<file path="src/rtl/serial_loader.sv">
// Serial boot loader: receives an 8N1 program image on RxD, writes it into instruction
// memory and releases the CPU once the checksum matches. Optional: SERIAL_LOADER_TIMEOUT_EN.
module serial_loader #(
    parameter int CLKS_PER_BIT = 434,
    parameter int ADDR_W       = 10,
    parameter int TIMEOUT_CLKS = 50000000
) (
    input  logic              Clock,
    input  logic              Reset,
    input  logic              RxD,
    output logic [ADDR_W-1:0] imAddr,
    output logic [31:0]       imData,
    output logic              imWe,
    output logic              cpuHold,
    output logic              loadDone,
    output logic              loadError,
    output logic              busy
);

    localparam int               CNT_W     = $clog2(CLKS_PER_BIT);
    localparam logic [CNT_W-1:0] HALF_M1   = CNT_W'(CLKS_PER_BIT / 2 - 1);
    localparam logic [CNT_W-1:0] FULL_M1   = CNT_W'(CLKS_PER_BIT - 1);
    localparam logic [16:0]      MAX_WORDS = 17'(2 ** ADDR_W);
    localparam logic [7:0]       MAGIC     = 8'hA5;

    if (CLKS_PER_BIT < 4 || ADDR_W < 1 || ADDR_W > 16 || TIMEOUT_CLKS < 1) begin : g_bad_params
        $error("serial_loader: unsupported parameter values");
    end

    typedef enum logic [1:0] {
        RX_IDLE,
        RX_START,
        RX_DATA,
        RX_STOP
    } rx_state_t;

    typedef enum logic [2:0] {
        P_WAIT_MAGIC,
        P_CNT_LO,
        P_CNT_HI,
        P_DATA,
        P_CSUM,
        P_DONE
    } pr_state_t;

    logic rxd_meta_q, rxd_sync_q, rxd_prev_q;

    rx_state_t        rx_state_q, rx_state_d;
    logic [CNT_W-1:0] clk_cnt_q, clk_cnt_d;
    logic [2:0]       bit_idx_q, bit_idx_d;
    logic [7:0]       rx_shift_q, rx_shift_d;
    logic             byte_valid;
    logic             frame_err;

    pr_state_t         pr_state_q, pr_state_d;
    logic [15:0]       count_q, count_d;
    logic [1:0]        byte_idx_q, byte_idx_d;
    logic [ADDR_W-1:0] word_idx_q, word_idx_d;
    logic [31:0]       word_q, word_d;
    logic [7:0]        acc_q, acc_d;
    logic [ADDR_W-1:0] im_addr_q, im_addr_d;
    logic [31:0]       im_data_q, im_data_d;
    logic              im_we_q, im_we_d;
    logic              load_done_q, load_done_d;
    logic              load_error_q, load_error_d;
    logic              busy_q, busy_d;
    logic              fail;
    logic [16:0]       word_count;
    logic              word_last;
    logic              timeout_hit;

    // RxD is asynchronous; the extra prev flop only serves start-edge detection
    always_ff @(posedge Clock) begin
        if (Reset) begin
            rxd_meta_q <= 1'b1;
            rxd_sync_q <= 1'b1;
            rxd_prev_q <= 1'b1;
        end else begin
            rxd_meta_q <= RxD;
            rxd_sync_q <= rxd_meta_q;
            rxd_prev_q <= rxd_sync_q;
        end
    end

    always_ff @(posedge Clock) begin
        if (Reset) begin
            rx_state_q <= RX_IDLE;
            clk_cnt_q  <= '0;
            bit_idx_q  <= '0;
            rx_shift_q <= '0;
        end else begin
            rx_state_q <= rx_state_d;
            clk_cnt_q  <= clk_cnt_d;
            bit_idx_q  <= bit_idx_d;
            rx_shift_q <= rx_shift_d;
        end
    end

    always_comb begin
        rx_state_d = rx_state_q;
        clk_cnt_d  = clk_cnt_q + CNT_W'(1);
        bit_idx_d  = bit_idx_q;
        rx_shift_d = rx_shift_q;
        byte_valid = 1'b0;
        frame_err  = 1'b0;
        case (rx_state_q)
            RX_IDLE: begin
                clk_cnt_d = '0;
                if (rxd_prev_q && !rxd_sync_q) begin
                    rx_state_d = RX_START;
                    bit_idx_d  = '0;
                end
            end
            RX_START: begin
                // A line that is high again mid start bit was only a glitch
                if (clk_cnt_q == HALF_M1) begin
                    clk_cnt_d  = '0;
                    rx_state_d = rxd_sync_q ? RX_IDLE : RX_DATA;
                end
            end
            RX_DATA: begin
                if (clk_cnt_q == FULL_M1) begin
                    clk_cnt_d  = '0;
                    rx_shift_d = {rxd_sync_q, rx_shift_q[7:1]};
                    bit_idx_d  = bit_idx_q + 3'd1;
                    if (bit_idx_q == 3'd7) begin
                        rx_state_d = RX_STOP;
                    end
                end
            end
            RX_STOP: begin
                if (clk_cnt_q == FULL_M1) begin
                    clk_cnt_d  = '0;
                    rx_state_d = RX_IDLE;
                    byte_valid = rxd_sync_q;
                    frame_err  = !rxd_sync_q;
                end
            end
            default: rx_state_d = RX_IDLE;
        endcase
    end

`ifdef SERIAL_LOADER_TIMEOUT_EN
    localparam int TO_W = $clog2(TIMEOUT_CLKS + 1);

    logic [TO_W-1:0] idle_cnt_q, idle_cnt_d;

    always_ff @(posedge Clock) begin
        if (Reset) begin
            idle_cnt_q <= '0;
        end else begin
            idle_cnt_q <= idle_cnt_d;
        end
    end

    always_comb begin
        idle_cnt_d  = '0;
        timeout_hit = 1'b0;
        if (busy_q && !byte_valid) begin
            idle_cnt_d  = idle_cnt_q + TO_W'(1);
            timeout_hit = (idle_cnt_q == TO_W'(TIMEOUT_CLKS - 1));
        end
    end
`else
    assign timeout_hit = 1'b0;
`endif

    always_ff @(posedge Clock) begin
        if (Reset) begin
            pr_state_q   <= P_WAIT_MAGIC;
            count_q      <= '0;
            byte_idx_q   <= '0;
            word_idx_q   <= '0;
            word_q       <= '0;
            acc_q        <= '0;
            im_addr_q    <= '0;
            im_data_q    <= '0;
            im_we_q      <= 1'b0;
            load_done_q  <= 1'b0;
            load_error_q <= 1'b0;
            busy_q       <= 1'b0;
        end else begin
            pr_state_q   <= pr_state_d;
            count_q      <= count_d;
            byte_idx_q   <= byte_idx_d;
            word_idx_q   <= word_idx_d;
            word_q       <= word_d;
            acc_q        <= acc_d;
            im_addr_q    <= im_addr_d;
            im_data_q    <= im_data_d;
            im_we_q      <= im_we_d;
            load_done_q  <= load_done_d;
            load_error_q <= load_error_d;
            busy_q       <= busy_d;
        end
    end

    assign word_last = (16'(word_idx_q) == count_q - 16'd1);

    always_comb begin
        pr_state_d   = pr_state_q;
        count_d      = count_q;
        byte_idx_d   = byte_idx_q;
        word_idx_d   = word_idx_q;
        word_d       = word_q;
        acc_d        = acc_q;
        im_addr_d    = im_addr_q;
        im_data_d    = im_data_q;
        im_we_d      = 1'b0;
        load_done_d  = load_done_q;
        load_error_d = load_error_q;
        busy_d       = busy_q;
        fail         = 1'b0;
        word_count   = {1'b0, rx_shift_q, count_q[7:0]};
        case (pr_state_q)
            P_WAIT_MAGIC: begin
                if (byte_valid && rx_shift_q == MAGIC) begin
                    load_error_d = 1'b0;
                    busy_d       = 1'b1;
                    byte_idx_d   = '0;
                    word_idx_d   = '0;
                    acc_d        = '0;
                    pr_state_d   = P_CNT_LO;
                end
            end
            P_CNT_LO: begin
                if (byte_valid) begin
                    count_d[7:0] = rx_shift_q;
                    pr_state_d   = P_CNT_HI;
                end
            end
            P_CNT_HI: begin
                if (byte_valid) begin
                    count_d[15:8] = rx_shift_q;
                    if (word_count == 17'd0 || word_count > MAX_WORDS) begin
                        fail = 1'b1;
                    end else begin
                        pr_state_d = P_DATA;
                    end
                end
            end
            P_DATA: begin
                // Bytes enter from the top so the first one ends up in bits 7:0
                if (byte_valid) begin
                    word_d     = {rx_shift_q, word_q[31:8]};
                    acc_d      = acc_q ^ rx_shift_q;
                    byte_idx_d = byte_idx_q + 2'd1;
                    if (byte_idx_q == 2'd3) begin
                        im_we_d    = 1'b1;
                        im_addr_d  = word_idx_q;
                        im_data_d  = word_d;
                        word_idx_d = word_idx_q + ADDR_W'(1);
                        if (word_last) begin
                            pr_state_d = P_CSUM;
                        end
                    end
                end
            end
            P_CSUM: begin
                if (byte_valid) begin
                    if (rx_shift_q == acc_q) begin
                        load_done_d = 1'b1;
                        busy_d      = 1'b0;
                        pr_state_d  = P_DONE;
                    end else begin
                        fail = 1'b1;
                    end
                end
            end
            P_DONE: begin
                pr_state_d = P_DONE;
            end
            default: pr_state_d = P_WAIT_MAGIC;
        endcase
        if (frame_err && pr_state_q != P_WAIT_MAGIC && pr_state_q != P_DONE) begin
            fail = 1'b1;
        end
        if (timeout_hit) begin
            fail = 1'b1;
        end
        // Already written words are left in memory; only the attempt is abandoned
        if (fail) begin
            load_error_d = 1'b1;
            busy_d       = 1'b0;
            pr_state_d   = P_WAIT_MAGIC;
        end
    end

    assign imAddr    = im_addr_q;
    assign imData    = im_data_q;
    assign imWe      = im_we_q;
    assign cpuHold   = !load_done_q;
    assign loadDone  = load_done_q;
    assign loadError = load_error_q;
    assign busy      = busy_q;

endmodule

</file>
<file path="config.mk">
export PLATFORM = sky130hd
export DESIGN_NAME = serial_loader
export DESIGN_NICKNAME = d
export VERILOG_FILES = /design/src/rtl/serial_loader.sv
export SDC_FILE = /design/constraint.sdc
export NUM_CORES = 1
export LEC_CHECK = 0
export CAP_MARGIN = 20
export CORE_ASPECT_RATIO = 0.9
export CORE_MARGIN = 2
export CORE_UTILIZATION = 35
export DETAILED_ROUTE_END_ITERATION = 10
export PLACE_DENSITY_LB_ADDON = 0.15
export SLEW_MARGIN = 20
export SYNTH_ARGS = -nofsm -noshare
export SYNTH_HDL_FRONTEND = slang
export SYNTH_SLANG_ARGS = --single-unit
export TNS_END_PERCENT = 30
</file>
<file path="constraint.sdc">
create_clock -name Clock -period 6.28 [get_ports Clock]
set_input_delay 1.256 -clock Clock [delete_from_list [all_inputs] [get_ports Clock]]
set_output_delay 1.256 -clock Clock [all_outputs]
set_load 0.02 [all_outputs]
</file>
==> out/summary.txt, run 1 <==
Die X - 141 um
Vias in the first global route - 4742
Core Footprint - 16700 um^2
Final #Nets - 769
Final hold violation count - 0
Power density cells - 278 nW/um^2
Leak - 2.41 nW
Fin util - 0.426
Fmax achieved - 312 MHz
CTS resizes - 0
Switching share of power - 0.198
Data arrival, critical path - 3.56 ns
Area leader, netlist - dfxtp_1
Layout Skew - 0.0262 ns
WP buf/inv - 1
Most instantiated cells after synthesis - nand2_1 (191), dfxtp_1 (134), a21oi_1 (103), clkbuf_1 (45), nor2_1 (38)
Post-synthesis sequential area ratio - 0.455
Routed Antenna Nets - 0
Hold WC Path Type - register to register
Starting Density - 0.354
Row cnt - 45
Number of diodes - 0
# Max-Cap Violations - 0
Clock root cell - clkbuf_16
Gate power share - 0.010
Post-CTS Setup Bufs - 0
Ys async rst share - 0
Slew HR - 0.320
Final Non-Filler Cells - 980
CTS tree - built
Max stage delay on crit path - 0.83 ns
Status - finished clean
Mapped cell area - 5900 um^2
Clk Latency, worst-skew pair - 0.43 ns
Cell variety after synth - 57
Hpwl dp - 9.89 mm
Post-route DRC - 0
First-pass GRT wire length - 24.5 mm
IO Count - 50
Cell count after synthesis - 738
Syn_nets - 750
Most common cell in the netlist - nand2_1
Die height - 127 um
TNS Setup - 0 ns
Post-Place Cells - 949
Share of power burned in registers - 0.433
Drt wl/cell - 15.3 um
P&R area growth vs syn - 20.5%
RD Place Congestion - 0.829
Main flop type after synthesis - dfxtp_1
Critical path's top delay family - simple AND/OR/NAND/NOR gates
Post-place instance area - 6450 um^2
First-pass detailed-route iteration total - 4
Setup ws final - 3.07 ns
RSZ-0062 raised after global routing - false
CTS clk-pin slew, worst paths - 0.06 ns
H-tree levels - 4
Worst slack at placement - 3.08 ns
Min Tclk post-route - 3.21 ns
Number of synthesized flops with an enable pin - 0
Layout cell share with drive strength beyond 1 - 0.0702
GRT Total Usage - 0.173
CTS buffer count - 17
Max clock buf depth - 2
Total power - 1.97 mW
Power Internal - 1.58 mW
CP Launch Type - register
CTS sink count - 134
Mean post-synth cell area - 7.99 um^2
Max VDD drop - 0.191 mV
Critical Path, Cell by Cell - or4b_2 -> nor2_2 -> and3_1 -> and2_1 -> buf_4 -> nand2_1 -> a21oi_1
Synth area leaders - dfxtp_1 (45%), nand2_1 (12%), a21oi_1 (8.7%), xor2_1 (3.0%), clkbuf_1 (2.9%)
Count of final setup violators - 0
Die area - 17900 um^2
Sw Pwr - 0.391 mW
Hold buffer count at CTS - 0
Antenna violations before repair - 0
Vias per cell - 5.16
Synth top area share - 0.455
Part of the power in the clock network - 0.557
Detailed Route WL - 15.0 mm
Pin count of the biggest net entering global routing - 73
Final Instance Area - 7100 um^2
Critical path fanouts, max - 43
Slew @ Worst Pin - 1.02 ns
WP data required - 6.63 ns
Slew Viols, Final - 0
Via Count - 5055
PortBufs - 49
Flop and latch count out of synthesis - 134
Slowest-stage cell, CP - and3_1
Initial drt markers - 276
Critical Path End Type - register
Warnings from Yosys - 0
Grt ovf - 0
Crit Path Category - register to register
Fin crit share - 0.511
Fin Hold WS - 0.416 ns
## flip-flops by register name, summed over array words and instances (netlist names), named ones only
| register | count |
|---|---|
| acc_q | 8 |
| bit_idx_q | 3 |
| busy | 1 |
| byte_idx_q | 2 |
| clk_cnt_q | 9 |
| count_q | 16 |
| imAddr | 10 |
| imData | 32 |
| imWe | 1 |
| loadDone | 1 |
| loadError | 1 |
| pr_state_q | 3 |
| rx_shift_q | 8 |
| rx_state_q | 1 |
| rxd_meta_q | 1 |
| rxd_prev_q | 1 |
| rxd_sync_q | 1 |
| word_idx_q | 10 |
| word_q | 24 |
## logic make-up (layout without fill, tap and decap cells)
group	count (synthesis)	count (layout)	share of synthesized area
flip-flops	134	134	0.455
AND/OR/NAND/NOR	352	352	0.285
buffers and inverters	63	94	0.0467
XOR/XNOR	28	28	0.0416
adder cells (fa/ha/maj)	9	9	0.0191
AO/OA/AOI/OAI	141	141	0.133
multiplexers	11	11	0.0191
## area by class of cell
class / instances / area (um^2)
clock buffer: 20 / 457
clock inverter: 11 / 199
fill: 1665 / 9560
inverter: 10 / 37.5
multi-input combinational: 541 / 2950
sequential: 134 / 2680
tap: 211 / 264
timing repair buffer: 53 / 518
## worst register-to-register path: stages, from the launching register on
cell     delay, ns
dfxtp_1       0.36
or4b_2        0.75
nor2_2        0.26
and3_1        0.83
and2_1        0.23
buf_4         0.38
nand2_1       0.17
a21oi_1       0.15
## layout by cell type, fill, tap and decap left out, types with 4 or more instances in the layout
| cell | count |
|---|---|
| dfxtp_1 | 134 |
| nor2b_1 | 16 |
| bufinv_16 | 5 |
| nand3_1 | 15 |
| nor4b_1 | 4 |
| nor2_1 | 38 |
| or3_1 | 5 |
| or2_2 | 6 |
| clkdlybuf4s50_1 | 48 |
| ha_1 | 9 |
| xnor2_1 | 8 |
| buf_4 | 5 |
| nand4_1 | 10 |
| a21oi_1 | 103 |
| nor3_1 | 10 |
| nor3b_1 | 4 |
| xor2_1 | 20 |
| nand2_1 | 191 |
| and2_1 | 7 |
| a31oi_1 | 4 |
| nor4_1 | 12 |
| nand2b_1 | 9 |
| inv_1 | 10 |
| nand4b_1 | 4 |
| clkbuf_16 | 17 |
| mux2i_1 | 9 |
| o21ai_0 | 14 |
| and3_1 | 5 |
## layer usage
layer | track usage | share of wire | up-vias | wire [um]
li1 | - | - | 2545 | -
met1 | 0.243 | 0.50 | 2391 | 7510
met2 | 0.260 | 0.44 | 102 | 6530
met3 | 0.0457 | 0.048 | 17 | 713
met4 | 0.0547 | 0.015 | 0 | 226
met5 | 0 | 0 | - | 0
## power groups by stage
stage / combinational (mW) / clock, mW / sequential [mW]
2_1_floorplan: 0.0162 / 0 / 0.871
3_3_place_gp: 0.0194 / 0 / 0.872
3_5_place_dp: 0.0198 / 0 / 0.872
4_1_cts: 0.0198 / 1.12 / 0.854
5_1_grt: 0.0219 / 1.16 / 0.854
6_report: 0.0194 / 1.10 / 0.854
## path summary, 6_finish.rpt
check	to	cells after the start	slack [ns]	start
hold / removal	rxd_sync_q	1	0.42	rxd_meta_q
hold reg to reg	rxd_sync_q	1	0.42	rxd_meta_q
setup / recovery	imData[18]	7	3.07	clk_cnt_q[2]
setup reg to reg	imData[18]	7	3.07	clk_cnt_q[2]
Power figures use the tool's default switching activity.
==> run 2, diff against run 1 <==
==> constraint.sdc (replaced) <==
create_clock -name Clock -period 3 [get_ports Clock]
set_input_delay 0.6 -clock Clock [delete_from_list [all_inputs] [get_ports Clock]]
set_output_delay 0.6 -clock Clock [all_outputs]
set_load 0.02 [all_outputs]
==> out/summary.txt, run 2 (same netlist as run 1, synthesis figures left out) <==
CTS sink count - 134
Worst reg2reg endpoint - pr_state_q[2]
Reg2Reg Launch Point - clk_cnt_q[2]
Number of diodes - 0
# Max-Cap Violations - 0
Slowest-stage cell, CP - or4b_2
Count of final setup violators - 0
Area taken by multi-input logic gates - 2950 um^2
WP buf/inv - 0
Hold path cells - 1
Core Footprint - 16700 um^2
Total power - 3.82 mW
GRT Total Usage - 0.175
Initial drt markers - 306
CTS clk-pin slew, worst paths - 0.06 ns
Die X - 141 um
End point of the critical path - pr_state_q[2]
Via Count - 5120
R2r worst-path depth - 5
Fin crit share - 0.841
Clk Latency, worst-skew pair - 0.43 ns
Final #Nets - 782
Crit Path Category - register to register
Layout Skew - 0.00753 ns
Post-place instance area - 6570 um^2
H-tree levels - 4
Hold buffer count at CTS - 0
Max clock buf depth - 2
Setup ws final - 0.476 ns
Die area - 17900 um^2
Layout cell share with drive strength beyond 1 - 0.0881
Vias per cell - 5.15
Min Tclk post-route - 2.52 ns
Critical Path, Cell by Cell - or4b_2 -> nor4_1 -> o311ai_0 -> or4b_4 -> a21oi_2
First-pass detailed-route iteration total - 5
PortBufs - 49
Critical path depth in cells - 5
Data arrival, critical path - 2.89 ns
First-pass GRT wire length - 25.0 mm
Row cnt - 45
Drt wl/cell - 15.2 um
Critical Path Start - clk_cnt_q[2]
RSZ-0062 raised after global routing - false
P&R area growth vs syn - 20.9%
Routed Antenna Nets - 0
Leak - 2.45 nW
Antenna violations before repair - 0
Status - finished clean
IO Count - 50
Power density cells - 536 nW/um^2
Vias in the first global route - 4902
Max VDD drop - 0.374 mV
Clock root cell - clkbuf_16
CP Launch Type - register
CTS tree - built
Hpwl dp - 10.2 mm
Post-CTS Setup Bufs - 0
Storage cell area - 2680 um^2
Slew Viols, Final - 0
Die height - 127 um
Most frequent cells in the layout - nand2_1 (191), dfxtp_1 (134), a21oi_1 (103)
CTS resizes - 0
Hold WC Path Type - register to register
Final Instance Area - 7130 um^2
Max FFs per register - 32
Detailed Route WL - 15.1 mm
Critical Path End Type - register
Slew @ Worst Pin - 0.767 ns
Max stage delay on crit path - 0.74 ns
Leading cell type in the layout, fill and taps excluded - nand2_1
Fmax achieved - 396 MHz
Grt ovf - 0
Pin count of the biggest net entering global routing - 76
RD Place Congestion - 0.860
Critical path's top delay family - simple AND/OR/NAND/NOR gates
Critical path fanouts, max - 7
Slew HR - 0.485
Final hold violation count - 0
Worst R2R Setup Slack - 0.48 ns
Filler cells - 1672
Worst slack at placement - 0.521 ns
WP data required - 3.37 ns
Post-route DRC - 0
TNS Setup - 0 ns
Starting Density - 0.354
CTS buffer count - 17
[run 2: metal layers]
layer / wire length, um / global-route usage / vias to the layer above
met4: 239 / 0.0582 / 0
met3: 579 / 0.0446 / 22
met5: 0 / 0 / -
met1: 7460 / 0.239 / 2433
li1: - / - / 2573
met2: 6870 / 0.270 / 92
[run 2: final cells by class]
| cell class | instances | area share |
|---|---|---|
| inverter | 10 | 0.00526 |
| tap | 211 | 0.0370 |
| clock inverter | 15 | 0.0190 |
| sequential | 134 | 0.376 |
| multi-input combinational | 541 | 0.413 |
| timing repair buffer | 66 | 0.0898 |
| clock buffer | 17 | 0.0597 |
[run 2: worst min-delay path by stage]
| stage | start | slack [ns] | end |
|---|---|---|---|
| finish | rxd_meta_q | 0.42 | rxd_sync_q |
| CTS | rxd_meta_q | 0.42 | rxd_sync_q |
| detailed placement | rxd_meta_q | 0.41 | rxd_sync_q |
| global route | rxd_meta_q | 0.42 | rxd_sync_q |
| global placement | rxd_meta_q | 0.40 | rxd_sync_q |
| floorplan | rxd_meta_q | 0.39 | rxd_sync_q |
[run 2: stage by stage]
stage               utilization  hold WS (ns)  cells
floorplan                     -         0.389    738
finish                    0.428         0.418    994
global placement          0.394         0.402    962
detailed placement        0.394         0.405    962
CTS                       0.428         0.420    994
global route              0.428         0.424    994
[run 2: where the power goes]
part | switching [mW] | total [mW] | internal [mW]
Combinational | 0.0334 | 0.0445 | 0.0111
Clock | 0.901 | 1.99 | 1.09
Sequential | 0.00466 | 1.79 | 1.78
Total | 0.939 | 3.82 | 2.89
==> run 3, diff against run 2 <==
==> constraint.sdc (replaced) <==
create_clock -name Clock -period 2.5 [get_ports Clock]
set_input_delay 0.5 -clock Clock [delete_from_list [all_inputs] [get_ports Clock]]
set_output_delay 0.5 -clock Clock [all_outputs]
set_load 0.02 [all_outputs]
==> out/summary.txt, run 3 (same netlist as run 1, synthesis figures left out) <==
RSZ-0062 raised after global routing - false
Most frequent cells in the layout - nand2_1 (191), dfxtp_1 (134), a21oi_1 (103)
Pin count of the biggest net entering global routing - 68
PortBufs - 49
Die height - 127 um
Die X - 141 um
Crit Path Category - register to register
Fin util - 0.442
CTS clk-pin slew, worst paths - 0.06 ns
CTS buffer count - 17
Critical Path, Cell by Cell - or4_4 -> or4_1 -> o221ai_1 -> a21oi_2 -> or4b_4 -> a21oi_2
Initial drt markers - 258
Hold Path End - rxd_sync_q
Power density cells - 671 nW/um^2
Total power - 4.95 mW
Leading cell type in the layout, fill and taps excluded - nand2_1
R2r worst-path depth - 6
Max VDD drop - 0.525 mV
Post-route DRC - 0
Slew HR - 0.554
Vias in the first global route - 4734
Row cnt - 45
Hold path cells - 1
# Max-Cap Violations - 0
TNS Setup - 0 ns
Min Tclk post-route - 2.36 ns
Status - finished clean
Routed Antenna Nets - 0
Hpwl dp - 10.7 mm
Leak - 2.59 nW
Vias per cell - 5.07
CP dominant cell by count - a21oi_2
Final hold violation count - 0
Clock root cell - clkbuf_16
Number of diodes - 0
Reg2Reg Launch Point - count_q[3]
Worst R2R Setup Slack - 0.14 ns
Core Footprint - 16700 um^2
CTS sink count - 134
Fmax achieved - 424 MHz
Critical path fanouts, max - 7
Via Count - 5135
First-pass detailed-route iteration total - 4
Hold WC Path Type - register to register
Post-CTS Setup Bufs - 0
Max clock buf depth - 2
Layout cell share with drive strength beyond 1 - 0.111
Critical Path End Type - register
Final #Nets - 801
Data arrival, critical path - 2.71 ns
Worst reg2reg endpoint - pr_state_q[2]
Drt wl/cell - 15.1 um
P&R area growth vs syn - 25.0%
WP data required - 2.86 ns
H-tree levels - 4
Max stage delay on crit path - 0.55 ns
Detailed Route WL - 15.3 mm
CTS tree - built
GRT Total Usage - 0.178
RD Place Congestion - 0.819
Hold Path Origin - rxd_meta_q
CTS resizes - 0
Slowest-stage cell, CP - or4_4
Count of final setup violators - 0
IO Count - 50
Hold buffer count at CTS - 0
Die area - 17900 um^2
Clk Latency, worst-skew pair - 0.42 ns
Max FFs per register - 32
Slew Viols, Final - 0
CP Launch Type - register
Grt ovf - 0
Antenna violations before repair - 0
First-pass GRT wire length - 25.3 mm
Starting Density - 0.354
Layout Skew - 0.00850 ns
Fin crit share - 0.943
Slew @ Worst Pin - 0.664 ns
## run 3: area by class of cell
cell class,count,area (um^2)
clock buffers,19,443
clock inverters,12,200
fillers,1654,9290
inverters,10,37.5
multi-input cells,541,2960
flip-flops and latches,134,2680
well taps,211,264
repair buffers,85,783
## run 3: how the worst max path moves through the flow
stage	start	endpoint	slack, ns	depth (start not counted)
floorplan	count_q[2]	pr_state_q[2]	0.23	7
global placement	clk_cnt_q[2]	pr_state_q[2]	0.16	5
detailed placement	clk_cnt_q[2]	pr_state_q[2]	0.09	5
CTS	clk_cnt_q[2]	pr_state_q[2]	0.08	5
global route	count_q[5]	pr_state_q[2]	0.03	6
finish	count_q[3]	pr_state_q[2]	0.14	6
## run 3: layer usage
layer | wire [um] | GRT usage | up-vias
met4 | 214 | 0.0600 | 0
met1 | 7750 | 0.253 | 2443
met5 | 0 | 0 | -
met3 | 435 | 0.0386 | 18
met2 | 6880 | 0.267 | 69
li1 | - | - | 2605
## run 3: stage by stage
| stage | hold WS [ns] | cell area [um^2] | std cells | setup slack (ns) |
|---|---|---|---|---|
| 2_1_floorplan | 0.389 | 5900 | 738 | 0.227 |
| 3_3_place_gp | 0.399 | 6710 | 981 | 0.164 |
| 3_5_place_dp | 0.395 | 6710 | 981 | 0.0917 |
| 4_1_cts | 0.409 | 7360 | 1012 | 0.0841 |
| 5_1_grt | 0.432 | 7370 | 1012 | 0.0270 |
| 6_report | 0.407 | 7370 | 1012 | 0.143 |
## run 3: critical path: cells and delay by family, from the launching register on
family / cells / cell delay, ns
flip-flops: 1 / 0.39
AND/OR/NAND/NOR: 3 / 1.59
AO/OA/AOI/OAI: 3 / 0.32
## run 3: report_power, final
group	switching, mW	total (mW)	leakage, nW	internal (mW)
Combinational	0.0440	0.0602	1.20	0.0162
Sequential	0.00224	2.14	1.08	2.14
Clock	0.953	2.74	0.305	1.79
Total	1.00	4.95	2.59	3.95
